===== src/rtl/enc_pkg.sv =====
// Shared constants for the quadrature encoder front end: channel-state codes,
// FSM encoding and default parameter values.
package enc_pkg;

   localparam int FILT_LEN_DEF = 8;
   localparam int POS_W_DEF    = 16;

   // Quadrature states as {A,B}; forward order is Q00 -> Q10 -> Q11 -> Q01 -> Q00.
   localparam logic [1:0] Q00 = 2'b00;
   localparam logic [1:0] Q10 = 2'b10;
   localparam logic [1:0] Q11 = 2'b11;
   localparam logic [1:0] Q01 = 2'b01;

   typedef enum logic {
      INIT = 1'b0,
      RUN  = 1'b1
   } enc_state_t;

endpackage


===== src/rtl/enc_glitch_filter.sv =====
// One encoder channel: two-flop synchroniser followed by a persistence filter
// that only follows the input after FILT_LEN consecutive differing cycles.
module enc_glitch_filter #(
   parameter int FILT_LEN = 8
) (
   input  logic clk,
   input  logic rst_n,
   input  logic raw,
   output logic filt
);

   localparam int CW = (FILT_LEN <= 1) ? 1 : $clog2(FILT_LEN);
   localparam logic [CW-1:0] CNT_LAST = CW'(FILT_LEN - 1);
   localparam logic [CW-1:0] CNT_ONE  = CW'(1);

   logic          sync1;
   logic          sync2;
   logic [CW-1:0] cnt;

   always_ff @(posedge clk or negedge rst_n) begin
      if (!rst_n) begin
         sync1 <= 1'b0;
         sync2 <= 1'b0;
         cnt   <= '0;
         filt  <= 1'b0;
      end else begin
         sync1 <= raw;
         sync2 <= sync1;
         if (sync2 == filt) begin
            cnt <= '0;
         end else if (cnt == CNT_LAST) begin
            // This is the FILT_LEN-th differing cycle: accept the new level.
            filt <= sync2;
            cnt  <= '0;
         end else begin
            cnt <= cnt + CNT_ONE;
         end
      end
   end

endmodule


===== src/rtl/enc_quad_conditioner.sv =====
// Quadrature encoder conditioner: filtered channels, step/direction decode and signed position.
// Define ENC_X1_MODE_EN for 1x counting (steps only on 10->11 and 11->10); default is 4x.
module enc_quad_conditioner
   import enc_pkg::*;
#(
   parameter int FILT_LEN = FILT_LEN_DEF,
   parameter int POS_W    = POS_W_DEF
) (
   input  logic             CLK,
   input  logic             RST,
   input  logic             ENC_A,
   input  logic             ENC_B,
   input  logic             CLR_POS,
   input  logic             CLR_ERR,
   output logic             STEP,
   output logic             DIR,
   output logic [POS_W-1:0] POS,
   output logic             ERR,
   output logic             READY
);

   localparam int PW = $clog2(FILT_LEN + 3);
   localparam logic [PW-1:0]           PRIME_LAST = PW'(FILT_LEN + 2);
   localparam logic [PW-1:0]           PRIME_ONE  = PW'(1);
   localparam logic signed [POS_W-1:0] POS_ONE    = POS_W'(1);

   logic                    filt_a;
   logic                    filt_b;
   logic [1:0]              cur;
   logic [1:0]              prev_q;
   logic [PW-1:0]           prime_q;
   enc_state_t              state_q;
   enc_state_t              state_d;
   logic                    run;
   logic                    fwd;
   logic                    rev;
   logic                    both;
   logic                    cnt_up;
   logic                    cnt_dn;
   logic signed [POS_W-1:0] pos_q;

   // Modular step: max+1 wraps to min and min-1 wraps to max.
   function automatic logic signed [POS_W-1:0] pos_step(input logic signed [POS_W-1:0] p,
                                                        input logic up);
      return up ? p + POS_ONE : p - POS_ONE;
   endfunction

   enc_glitch_filter #(.FILT_LEN(FILT_LEN)) u_filt_a (
      .clk   (CLK),
      .rst_n (RST),
      .raw   (ENC_A),
      .filt  (filt_a)
   );

   enc_glitch_filter #(.FILT_LEN(FILT_LEN)) u_filt_b (
      .clk   (CLK),
      .rst_n (RST),
      .raw   (ENC_B),
      .filt  (filt_b)
   );

   assign cur = {filt_a, filt_b};
   assign run = (state_q == RUN);
   assign POS = pos_q;

   always_comb begin
      fwd  = 1'b0;
      rev  = 1'b0;
      both = ((prev_q ^ cur) == 2'b11);
      case ({prev_q, cur})
         {Q00, Q10}, {Q10, Q11}, {Q11, Q01}, {Q01, Q00}: fwd = 1'b1;
         {Q00, Q01}, {Q01, Q11}, {Q11, Q10}, {Q10, Q00}: rev = 1'b1;
         default: ;
      endcase
`ifdef ENC_X1_MODE_EN
      cnt_up = fwd && (prev_q == Q10);
      cnt_dn = rev && (prev_q == Q11);
`else
      cnt_up = fwd;
      cnt_dn = rev;
`endif
   end

   always_comb begin
      state_d = state_q;
      READY   = 1'b0;
      case (state_q)
         INIT: if (prime_q == PRIME_LAST) state_d = RUN;
         RUN:  READY = 1'b1;
         default: state_d = INIT;
      endcase
   end

   always_ff @(posedge CLK or negedge RST) begin
      if (!RST) state_q <= INIT;
      else      state_q <= state_d;
   end

   always_ff @(posedge CLK or negedge RST) begin
      if (!RST) begin
         prev_q  <= Q00;
         prime_q <= '0;
         STEP    <= 1'b0;
         DIR     <= 1'b1;
         pos_q   <= '0;
         ERR     <= 1'b0;
      end else begin
         // prev tracks the filtered state every cycle, so an illegal jump re-bases on the new state.
         prev_q <= cur;
         if (!run) prime_q <= prime_q + PRIME_ONE;
         STEP <= run && (cnt_up || cnt_dn);
         if (run && (fwd || rev)) DIR <= fwd;
         if (CLR_POS)                      pos_q <= '0;
         else if (run && (cnt_up || cnt_dn)) pos_q <= pos_step(pos_q, cnt_up);
         ERR <= (run && both) || (ERR && !CLR_ERR);
      end
   end

endmodule


===== config.mk =====
export PLATFORM = sky130hd
export DESIGN_NAME = enc_quad_conditioner
export DESIGN_NICKNAME = d
export VERILOG_FILES = /design/src/rtl/enc_pkg.sv /design/src/rtl/enc_glitch_filter.sv /design/src/rtl/enc_quad_conditioner.sv
export SDC_FILE = /design/constraint.sdc
export NUM_CORES = 1
export LEC_CHECK = 0
export ABC_AREA = 1
export BUFFER_PORTS_ARGS = -buffer_cell sky130_fd_sc_hd__buf_4
export CAP_MARGIN = 10
export CORE_MARGIN = 2
export CORE_UTILIZATION = 29
export CTS_BUF_LIST = sky130_fd_sc_hd__clkbuf_4 sky130_fd_sc_hd__clkbuf_8 sky130_fd_sc_hd__clkbuf_16
export DETAILED_ROUTE_END_ITERATION = 10
export GPL_TIMING_DRIVEN = 0
export MAX_ROUTING_LAYER = met4
export PLACE_DENSITY = 0.47
export SLEW_MARGIN = 20
export SYNTH_ARGS = -nofsm -noshare
export SYNTH_HDL_FRONTEND = slang
export SYNTH_SLANG_ARGS = --single-unit

===== constraint.sdc =====
create_clock -name CLK -period 3.44 [get_ports CLK]
set_input_delay 0.344 -clock CLK [delete_from_list [all_inputs] [get_ports CLK]]
set_output_delay 0.344 -clock CLK [all_outputs]
set_load 0.03 [all_outputs]

# --- Word level (Yosys, flattened, before mapping) ---
# Index checks and enable logic that the tools add are counted.
word_totals:
  input_bits: 6
  reg_bits: 38
  latch_bits: 0
  rom_bits: 0
  n_memories: 0
  ram_bits: 0
classes:
  n_mux: 12
  bitwise: 3
  n_eq_ne: 14
  n_div: 0
  n_mul: 0
  shifts: 0
  magnitude_cmp: 0
  n_reduce_logical: 11
  add_sub_neg: 5
ops:
  columns: ["op", "count"]
  rows:
  - ["two-way mux 16 bit", 3]
  - ["== test 4 bit (second input constant)", 5]
  - ["adder 16 x 2 -> 16 bit (second input constant)", 1]
  - ["subtractor 16 x 2 -> 16 bit (second input constant)", 1]
  - ["two-way mux 3 bit", 4]
  - ["== test 4 x 3 -> 1 bit (second input constant)", 2]
  - ["OR reduction 4 bit", 2]
  - ["adder 3 x 1 -> 3 bit (second input constant)", 2]
  - ["== test 3 bit (second input constant)", 2]
  - ["two-way mux 1 bit", 5]
  - ["adder 4 x 1 -> 4 bit (second input constant)", 1]
  - ["== test 4 x 1 -> 1 bit (second input constant)", 1]
  - ["== test 4 x 2 -> 1 bit (second input constant)", 1]
  - ["AND reduction 2 bit", 2]
  - ["logical AND 1 bit", 3]
  - ["== test 1 bit", 2]
  - ["== test 2 bit (second input constant)", 1]
  - ["logical OR 1 bit", 2]
  - ["NOT 1 bit", 2]
  - ["nonzero test 2 bit", 1]
  - ["XOR 2 bit", 1]
  - ["zero test 1 bit", 1]

# --- Depth between registers and ports, before layout ---
# Gate-level depths: netlist of run 1.
depth:
  ltp_word: 7
  depth_mapped: 14
  mapped_depth_nobuf: 14

# --- Cells and area by module ---
# A second synthesis of run 1 with hierarchy kept.
hier_totals:
  hier_cells: 338
  area_unflattened_um2: 2434.8
by_module_without_submodules:
  columns: ["mod", "instances", "seq_area_each_um2", "area_per_inst_um2", "cells_per_inst"]
  rows:
  - ["enc_quad_conditioner", 1, 651.9, 1979.4, 296]
  - ["enc_glitch_filter", 2, 150.1, 227.7, 21]

# --- Worst setup path after synthesis of run 1 ---
# Ideal clock, no wire load.
synth_path:
  path_type: "reg2reg"
  startpoint: "reg u_filt_b.filt"
  endpoint: "reg pos_q[13] (netlist: POS[13])"
  stages_incl_launch_ff: 11
  path_buffers: 0
  path_slack_ps: 1240
  arrival_ps: 2083
  cell_sequence: "dfrtp_1 -> xnor2_1 -> nand2_1 -> ha_1 -> or2_2 -> nand3b_1 -> nand2_1 -> nand2_1 -> nand3_1 -> nand3_1 -> nand2_1"
synth_via:
  elab_chain_cells: 6
  elab_cells_between_ends: 18
  cone_classes: "eq/ne: 8; mux: 5; reduce/logical: 5"
synth_rtl:
  columns: ["item", "line", "text"]
  rows:
  - ["start: declaration", "enc_glitch_filter.sv:9", "output logic filt"]
  - ["start signal: assignment", "enc_glitch_filter.sv:33", "filt <= sync2;"]
  - ["== test 4 x 2 -> 1 bit (tied with other cells)", "enc_quad_conditioner.sv:70", "case ({prev_q, cur})"]
  - ["OR reduction 4 bit", "enc_quad_conditioner.sv:70", null]
  - ["two-way mux 1 bit", "enc_quad_conditioner.sv:70", null]
  - ["two-way mux 16 bit / logical OR 1 bit (equally long branches)", "enc_quad_conditioner.sv:45, enc_quad_conditioner.sv:114", null]
  - ["two-way mux 16 bit / logical AND 1 bit (equally long branches)", "enc_quad_conditioner.sv:114", "else if (run && (cnt_up || cnt_dn)) pos_q <= pos_step(pos_q, cnt_up);"]
  - ["two-way mux 16 bit / nonzero test 2 bit (equally long branches)", null, null]
  - ["end signal: assignment", "enc_quad_conditioner.sv:114", null]
  - ["end: declaration", "enc_quad_conditioner.sv:40", "logic signed [POS_W-1:0] pos_q;"]
# Parallel ways exist; a longest one is shown, timed or not. The select of a mux whose other input is x is not followed.
# A chain may end at the register's enable or synchronous reset.

# --- Final worst setup path of run 1 ---
# Ends and elaborated chain as after synthesis.

==> metrics.md, run 1 <==
| Metric | Value |
|---|---|
| Vias in the first global route | 1982 |
| Most numerous cell in the Yosys netlist | nand2_1 |
| CP top delay family | simple AND/OR/NAND/NOR gates |
| H-tree Lvls | 2 |
| Tmin final | 2.68 ns |
| GRT Total Usage | 13.2% |
| I/O pin cnt | 26 |
| Post-placement setup slack | 0.730 ns |
| Sequential area share after synthesis | 38.5% |
| Worst EP required | 3.63 ns |
| CP peak stage delay | 0.54 ns |
| Sequential Area | 952 sq um |
| Detailed Routing Iterations Pass 1 | 4 |
| Top post-synthesis cells by area | dfrtp_1 (37%), nand2_1 (16%), ha_1 (10%) |
| Post-route DRC | 0 |
| Main combinational cell family by area after synthesis | simple AND/OR/NAND/NOR gates |
| Area leader, netlist | dfrtp_1 |
| Initial core utilization | 30.0% |
| Fin Hold WS | approximately 0.0043 ns |
| Status | complete, no violations |
| Xor/xnor share of the synthesized area | 4.55% |
| Core area | 8260 sq um |
| Yosys reg bits | 38 |
| I/O Buffers | 25 |
| Multiplexer share of the synthesized area | 0% |
| Min-Delay Path Class | in2async |
| CP dominant cell by count | nand2_1 |
| Clock sink count | 38 |
| Cell count after synthesis | 320 |
| # fillers | 883 |
| Ys async rst share | 100% |
| Critical path type | reg2reg |
| Detailed Place HPWL | 3.84 mm |
| Layout cells sized above 1 | 17.8% |
| Rel. slew slack | 53.9% |
| Synthesized Nets | approximately 350 |
| Distinct cells, synth | 27 |
| Pin count of the biggest net entering global routing | 39 |
| Max Slew Vio Count | 0 |
| Max Root-Sink Buffers | 2 |
| Initial antenna violation count | 0 |
| Worst setup EP type | flop |
| Simple-gate area share of the yosys netlist | between 30% and 40% |
| Routed via count | roughly 2.0k |
| Max Fclk | about 370 MHz |
| Area fraction in compound gates after synthesis | under 10% |
| Post-route ant nets | 0 |
| Least-Margin Pin Slew | ~0.7 ns |
| Syn-to-layout area delta | 18.5% |
| # Post-CTS Setup Buffers | 0 |
| Primary FF master, synth | dfrtp_1 |
| Setup TNS Final | 0 ns |
| Top cell type's share of synthesized area | 37.4% |
| RD Place Congestion | 0.805 |
| Multi-input gate area | 1290 sq um |
| Die W | 96.4 um |
| Post-synth top cells | nand2_1 (107), inv_1 (52), dfrtp_1 (37), ha_1 (20), nand3_1 (19) |
| Syn. warnings | 0 |
| CTS Hold Bufs | 0 |
| Hold Fails Final Rpt | 0 |
| Period utilisation layout | 77.8% |
| Number of flops mapped to enable cells by yosys | 0 |
| Unrepaired setup endpoints after global routing | no |
| Critical path launch point type | flop |
| Final nets | 379 |
| Critical path fanouts, max | 17 |
| Root Buffer | clkbuf_8 |
| TritonCTS clock tree | done |
| First-pass GRT wire length | 9.17 mm |
| Fraction of the mapped netlist area in adder cells | about 11% |
| R2R Setup Slk | roughly 0.76 ns |
| Mapped Area | 2470 sq um |
| N_diodes | 0 |
| Post-CTS Resized | 0 |
| WL/cell | 11.2 um |
| Clock slew at reported path FFs | about 0.090 ns |
| Initial DRC Count | 55 |
| Arr. time, crit path | 2.87 ns |
| Critical path cell sequence | xnor2_1, nand2_1, ha_1, or2_2, nand3b_1, nand2_1, nand2_1, nand3_1, nand3_1, nand2_1 |
| Buf/Inv on CP | 0 |
| Final setup margin | 0.762 ns |
| Die Area | ~9300 sq um |
| CP max stage cell | ha_1 |
| Setup violators final | 0 |
| FP Rows | 33 |
| Clk Latency, worst-skew pair | 0.30 ns |
| Final Skew | 0.00466 ns |
| Num CTS Buffers | 5 |
| Die Height | 96.4 um |
| Grt ovf | 0 |
| Syn Area/Cell | 7.73 sq um |
| Max-cap viol count | 0 |
| Final wirelength | 5.13 mm |
| Vias/cell | 4.35 |
## final timing paths
| path | startpoint | endpoint | cells past startpoint |
|---|---|---|---|
| hold / removal | RST | POS[3] | 1 |
| max in group asynchronous | RST | DIR | 1 |
| setup / recovery | u_filt_b.filt | POS[13] | 10 |
| setup reg to reg | u_filt_b.filt | POS[13] | 10 |
| hold reg to reg | u_filt_b.sync1 | u_filt_b.sync2 | 0 |
| min in group CLK | ENC_A | u_filt_a.sync1 | 1 |
## logic make-up after synthesis
family          count (synthesis)
xor+xnor                       12
fa+ha+maj                      21
flops                          38
simple gates                  169
compound gates                 23
buf+inv                        57
## layer usage
metal / share of wire [%] / up-vias / global-route usage [%]
met2: 45 / 27 / 20.8
met4: 0.70 / 0 / 3.52
met1: 51 / 893 / 17.5
li1: - / 1066 / -
met5: 0 / - / -
met3: 3.4 / 5 / 2.43
## layout make-up
class,instances,share of cell area (%)
Multi-Input combinational cell,225,43.9
Sequential cell,38,32.5
Inverter,56,7.34
Timing Repair Buffer,25,6.40
Tap cell,105,4.48
Clock buffer,5,2.35
Clock inverter,3,2.35
Buffer,1,0.683
## state kept, by name, indices dropped and copies added, names as in the netlist
name and cells:
DIR 1, ERR 1, POS 16, STEP 1, prev_q 2, prime_q 4
run 1, u_filt_a.cnt 3, u_filt_a.filt 1, u_filt_a.sync1 1, u_filt_a.sync2 1, u_filt_b.cnt 3
u_filt_b.filt 1, u_filt_b.sync1 1, u_filt_b.sync2 1
## through the flow
| step | util, % | cell area [sq um] | instances |
|---|---|---|---|
| 4_1_cts | 35.5 | 2930 | 458 |
| 5_1_grt | 35.5 | 2930 | 458 |
| 3_3_place_gp | 33.8 | 2790 | 450 |
| 2_1_floorplan | - | 2470 | 320 |
| 6_report | 35.5 | 2930 | 458 |
| 3_5_place_dp | 33.8 | 2790 | 450 |
## worst register-to-register path: stages (launching register included)
cell and delay [ns]:
dfrtp_1 0.47, xnor2_1 0.23, nand2_1 0.46, ha_1 0.54
or2_2 0.31, nand3b_1 0.09, nand2_1 0.11, nand2_1 0.11
nand3_1 0.08, nand3_1 0.11, nand2_1 0.05
## cells in the final DEF (no fill, tap or decap), drive strengths merged
master / n
or2: 1
o221ai: 1
fa: 1
nor2: 15
xnor2: 10
clkbuf: 5
nand4: 2
inv: 56
dfrtp: 37
o22ai: 2
bufinv: 2
clkinv: 1
nor3b: 1
nand2: 121
nor3: 5
nand3b: 5
xor2: 2
ha: 20
a21oi: 8
dfstp: 1
o21ai: 12
buf: 26
nand3: 19
Power of run 1 is left out: the tool's default activity adds up to more than one toggle a clock period on the data nets, which glitch-free logic cannot reach.
==> inputs of run 2 (changes only) <==
Settings changed: PLACE_DENSITY 0.47 to 0.49.
Clock period 3.44 ns to 2.2 ns, I/O delays scaled along.
==> run 2 against run 1 <==
Global-route usage up 0.82 points. Via count up 6.1%. Final cell count grew 2.6%. Register-to-register slack worse by 0.66 ns. Clock skew rose by 0.0086 ns. Sequential share of layout area down 3.5 points. Clock-buffer cell count stayed put. Highest routed layer unchanged. Non-clock buffer count rose by 11. Critical path depth grew 2. First-iteration DRC count grew 7.3%.
==> metrics.md, run 2 (synthesis results as in run 1) <==
| Metric | Value |
|---|---|
| Status | complete, no violations |
| Max Slew Vio Count | 0 |
| RR Endpoint | POS[13] |
| Initial antenna violation count | 0 |
| Setup violators final | 0 |
| Die W | 96.4 um |
| Syn-to-layout area delta | 33.3% |
| Most frequent cells in the layout | nand2_1 (95), inv_1 (48), dfrtp_1 (34) |
| Final wirelength | 5.77 mm |
| Initial core utilization | 30.0% |
| Num CTS Buffers | 5 |
| Post-placement setup slack | -0.549 ns |
| Post-route ant nets | 0 |
| CP peak stage delay | roughly 0.45 ns |
| Vias/cell | ~4.5 |
| I/O Buffers | 25 |
| Critical path cell sequence | buf_4, nand2_1, nand2_4, nand2_8, ha_4, or2_2, nand3b_1, nand2_2, nand2_1, nand3_1, nand3_1, nand2_1 |
| Final setup margin | just over 0.1 ns |
| Routed via count | 2112 |
| Most common cell after layout, fill and taps aside | nand2_1 |
| Final Non-Filler Cells | 470 |
| Max Fclk | 476 MHz |
| CP startpoint | u_filt_a.filt |
| Unrepaired setup endpoints after global routing | yes |
| CP dominant cell by count | nand2_1 |
| Core area | approximately 8300 sq um |
| # fillers | 863 |
| Worst R2R Path Depth | 12 |
| CP max stage cell | dfrtp_2 |
| Critical path fanouts, max | 8 |
| Root Buffer | clkbuf_8 |
| Pin count of the biggest net entering global routing | 39 |
| Worst setup EP type | flop |
| Least-Margin Pin Slew | between 0.5 and 0.6 ns |
| Die Height | around 96 um |
| Initial DRC Count | 59 |
| R2R Setup Slk | 0.10 ns |
| Final nets | 391 |
| Vias in the first global route | 2149 |
| Worst EP required | roughly 2.4 ns |
| Hold Fails Final Rpt | 0 |
| Clock slew at reported path FFs | 0.09 ns |
| GRT Total Usage | 14.0% |
| Grt ovf | 0 |
| Detailed Place HPWL | roughly 3.8 mm |
| Max reg flops | 16 |
| Worst R2R Start | u_filt_a.filt |
| N_diodes | 0 |
| Detailed Routing Iterations Pass 1 | 4 |
| WL/cell | ~12 um |
| Clk Latency, worst-skew pair | 0.30 ns |
| I/O pin cnt | 26 |
| RD Place Congestion | 0.791 |
| Min-Delay Path Class | in2reg |
| Tmin final | 2.10 ns |
| Critical path launch point type | flop |
| FP Rows | 33 |
| Arr. time, crit path | 2.30 ns |
| Post-Place Cells | 450 |
| Placed cell areas | 2790 sq um |
| TritonCTS clock tree | done |
| Period utilisation layout | 95.4% |
| Final Skew | about 0.013 ns |
| First-pass GRT wire length | 9.76 mm |
| Rel. slew slack | 66.5% |
| Critical path type | reg2reg |
| Critical Path Sink | POS[13] |
| Fin util | between 30% and 40% |
| Die Area | 9280 sq um |
| Clock sink count | 38 |
| Max Root-Sink Buffers | 2 |
| Max-cap viol count | 0 |
| Layout cells sized above 1 | 32.6% |
| Cell area after layout | 3300 sq um |
| H-tree Lvls | 2 |
| Post-route DRC | 0 |
run 2: cell types whose count changed in the layout (fill, tap and decap cells not counted), sizes merged:
cell         previous run  this run
buf                    26        36
nand2                 121       122
dlygate4sd3             0         1
clkinv                  1         0
bufinv                  2         1
clkinvlp                0         2
run 2: critical path: cells and delay by family, from the launching register on:
family / cells / cell delay, ns
adder cells (fa/ha/maj): 1 / 0.23
AND/OR/NAND/NOR: 10 / 1.16
buffers and inverters: 1 / 0.14
flip-flops: 1 / 0.45
run 2: repair_timing:
action                     4_1_cts  5_1_grt
setup buffers                    3        7
pin swaps                        1        8
hold buffers                     1        0
resized for setup                9       46
hold endpoints to repair        37        0
setup endpoints to repair       14       11
gates cloned                     1        0
run 2: area by class of cell:
cell class / instances / area [sq um] / area share (%)
multi-input cells: 226 / 1570 / 47.7
flip-flops and latches: 38 / 956 / 29.0
repair buffers: 36 / 289 / 8.77
inverters: 56 / 215 / 6.53
well taps: 105 / 131 / 3.98
clock buffers: 5 / 68.8 / 2.09
clock inverters: 3 / 45.0 / 1.37
plain buffers: 1 / 20.0 / 0.607
run 2: worst min path at each step:
stage                     start              to  slack [ns]  depth (start not counted)
final                     ENC_B  u_filt_b.sync1        0.02                          1
after global routing      ENC_B  u_filt_b.sync1       0.007                          1
after CTS                 ENC_B  u_filt_b.sync1        0.01                          1
after detailed placement    RST         POS[14]        0.24                          1
after global placement      RST         POS[14]        0.23                          1
after floorplan             RST             ERR       -0.08                          0
run 2: layer usage:
| layer | global-route usage, % | vias up | wire (um) |
|---|---|---|---|
| met3 | 2.74 | 12 | 268 |
| met1 | 17.8 | 984 | 2750 |
| met2 | 21.9 | 32 | 2630 |
| li1 | - | 1084 | - |
| met4 | 5.75 | 0 | 121 |
| met5 | - | - | 0 |
run 2: through the flow:
| stage | TNS [ns] | hold WS (ns) |
|---|---|---|
| floorplan | 0 | -0.0756 |
| global placement | -6.07 | 0.235 |
| detailed placement | -5.83 | 0.236 |
| CTS | -0.00406 | 0.0110 |
| global route | -0.131 | 0.00677 |
| finish | 0 | 0.0188 |
Power of run 2 is left out for the same reason.
==> inputs of run 3 (changes only) <==
Settings changed: REMOVE_ABC_BUFFERS set to 1.
==> run 3 against run 2 <==
Critical path depth fell by 3. Clock-buffer cell count did not move. Die area did not move. Setup slack improved by 0.060 ns. Clock skew barely moved. Non-clock buffer count fell by 2. Design area fell by 0.76%.
==> metrics.md, run 3 (synthesis results as in run 1) <==
| Metric | Value |
|---|---|
| Status | complete, no violations |
| CP startpoint | u_filt_b.filt |
| Initial core utilization | 30.0% |
| Cell depth of the worst setup path | 9 |
| Worst setup EP type | flop |
| Placed cell areas | 2770 sq um |
| Clk Latency, worst-skew pair | 0.30 ns |
| Routed via count | approximately 2k |
| Die Height | 96.4 um |
| Pin count of the biggest net entering global routing | 39 |
| Initial DRC Count | 81 |
| RD Place Congestion | 0.778 |
| Detailed Place HPWL | 3.76 mm |
| H-tree Lvls | 2 |
| Worst EP required | 2.39 ns |
| First-pass GRT wire length | 9.12 mm |
| Critical path type | reg2reg |
| Setup violators final | 0 |
| Core area | 8260 sq um |
| Max Slew Vio Count | 0 |
| Hold path cells | 1 |
| Grt ovf | 0 |
| I/O pin cnt | 26 |
| Least-Margin Pin Slew | 0.498 ns |
| Root Buffer | clkbuf_8 |
| Layout cells sized above 1 | 27.7% |
| Max Fclk | 490 MHz |
| CP peak stage delay | ~0.45 ns |
| Hold Fails Final Rpt | 0 |
| Final Skew | ~0.014 ns |
| Worst R2R Path Depth | 9 |
| Critical path launch point type | flop |
| Most frequent cells in the layout | nand2_1 (102), inv_1 (52), dfrtp_1 (34) |
| Num CTS Buffers | 5 |
| TritonCTS clock tree | done |
| Worst R2R Start | u_filt_b.filt |
| Clock sink count | 38 |
| GRT Total Usage | between 10% and 20% |
| Max-cap viol count | 0 |
| Fin Hold WS | 0.0371 ns |
| Arr. time, crit path | 2.23 ns |
| Max reg flops | 16 |
| Max Root-Sink Buffers | 2 |
| Final wirelength | 5.51 mm |
| Clock slew at reported path FFs | approximately 0.090 ns |
| Fin util | between 30 and 40% |
| WL/cell | ~12 um |
| Syn-to-layout area delta | 32.3% |
| Setup TNS Final | 0 ns |
| Initial antenna violation count | 0 |
| Detailed Routing Iterations Pass 1 | 4 |
| Rel. slew slack | 66.8% |
| Min-Delay Path Class | in2reg |
| Vias/cell | 4.37 |
| Cell area after layout | 3270 sq um |
| Post-route DRC | 0 |
| Critical Path Sink | POS[7] |
| N_diodes | 0 |
| I/O Buffers | 25 |
| Critical path fanouts, max | 5 |
| Die W | between 90 and 100 um |
| Vias in the first global route | about 2k |
| Final nets | 390 |
| CP top delay family | simple AND/OR/NAND/NOR gates |
| FP Rows | 33 |
| Critical path cell sequence | xnor2_4, buf_12, nand2_8, ha_4, or2_2, nand3_1, nand2_2, xnor2_1, o21ai_2 |
| Buf/Inv on CP | 1 |
| Die Area | 9280 sq um |
| RR Endpoint | POS[7] |
| R2R Setup Slk | 0.16 ns |
| Period utilisation layout | 92.7% |
| Post-route ant nets | 0 |
| Tmin final | 2.04 ns |
| Most common cell after layout, fill and taps aside | nand2_1 |
| CP max stage cell | dfrtp_2 |
run 3: cell types whose count changed in the layout (fill, tap and decap cells not counted), sizes merged:
cell and delta:
buf -3, bufinv +1, clkinv +1, clkinvlp -2, dlygate4sd3 +1, nand2 +1
run 3: worst register-to-register path, cell delays in order, from the launching register on:
cell,delay (ns)
dfrtp_2,0.45
xnor2_4,0.21
buf_12,0.15
nand2_8,0.09
ha_4,0.25
or2_2,0.29
nand3_1,0.11
nand2_2,0.10
xnor2_1,0.22
o21ai_2,0.08
run 3: what timing repair did:
action / in CTS / in global routing
setup endpoints to repair: 13 / 10
hold buffers: 1 / 1
endpoints found under the hold margin: 37 / 1
pin swaps: 2 / 4
buffers inserted: 1 / 7
gates resized for setup: 10 / 26
cloned: 1 / 1
run 3: worst min-delay path by stage:
stage | from | endpoint
2_1_floorplan | RST | ERR
3_3_place_gp | RST | POS[12]
3_5_place_dp | RST | POS[12]
4_1_cts | ENC_B | u_filt_b.sync1
6_report | ENC_A | u_filt_a.sync1
5_1_grt | ENC_A | u_filt_a.sync1
run 3: area by class of cell:
| cell class | instances | area, sq um |
|---|---|---|
| fillers | 869 | 4990 |
| clock buffers | 5 | 68.8 |
| well taps | 105 | 131 |
| repair buffers | 35 | 280 |
| clock inverters | 3 | 68.8 |
| multi-input cells | 227 | 1550 |
| flip-flops and latches | 38 | 956 |
| inverters | 56 | 215 |
run 3: stage by stage:
step                      std cells  setup WS (ns)
after global routing            469        -0.0109
after floorplan                 319       0.000124
after global placement          449         -0.544
after CTS                       460         0.0378
final                           469          0.160
after detailed placement        449         -0.492
run 3: layer usage:
metal | vias up | global-route usage [%] | share of wire (%)
met5 | - | - | 0
met4 | 0 | 3.76 | 1.1
met3 | 6 | 2.58 | 2.7
met2 | 28 | 21.5 | 47
met1 | 933 | 16.7 | 49
li1 | 1084 | - | -
Power of run 3 is left out for the same reason.
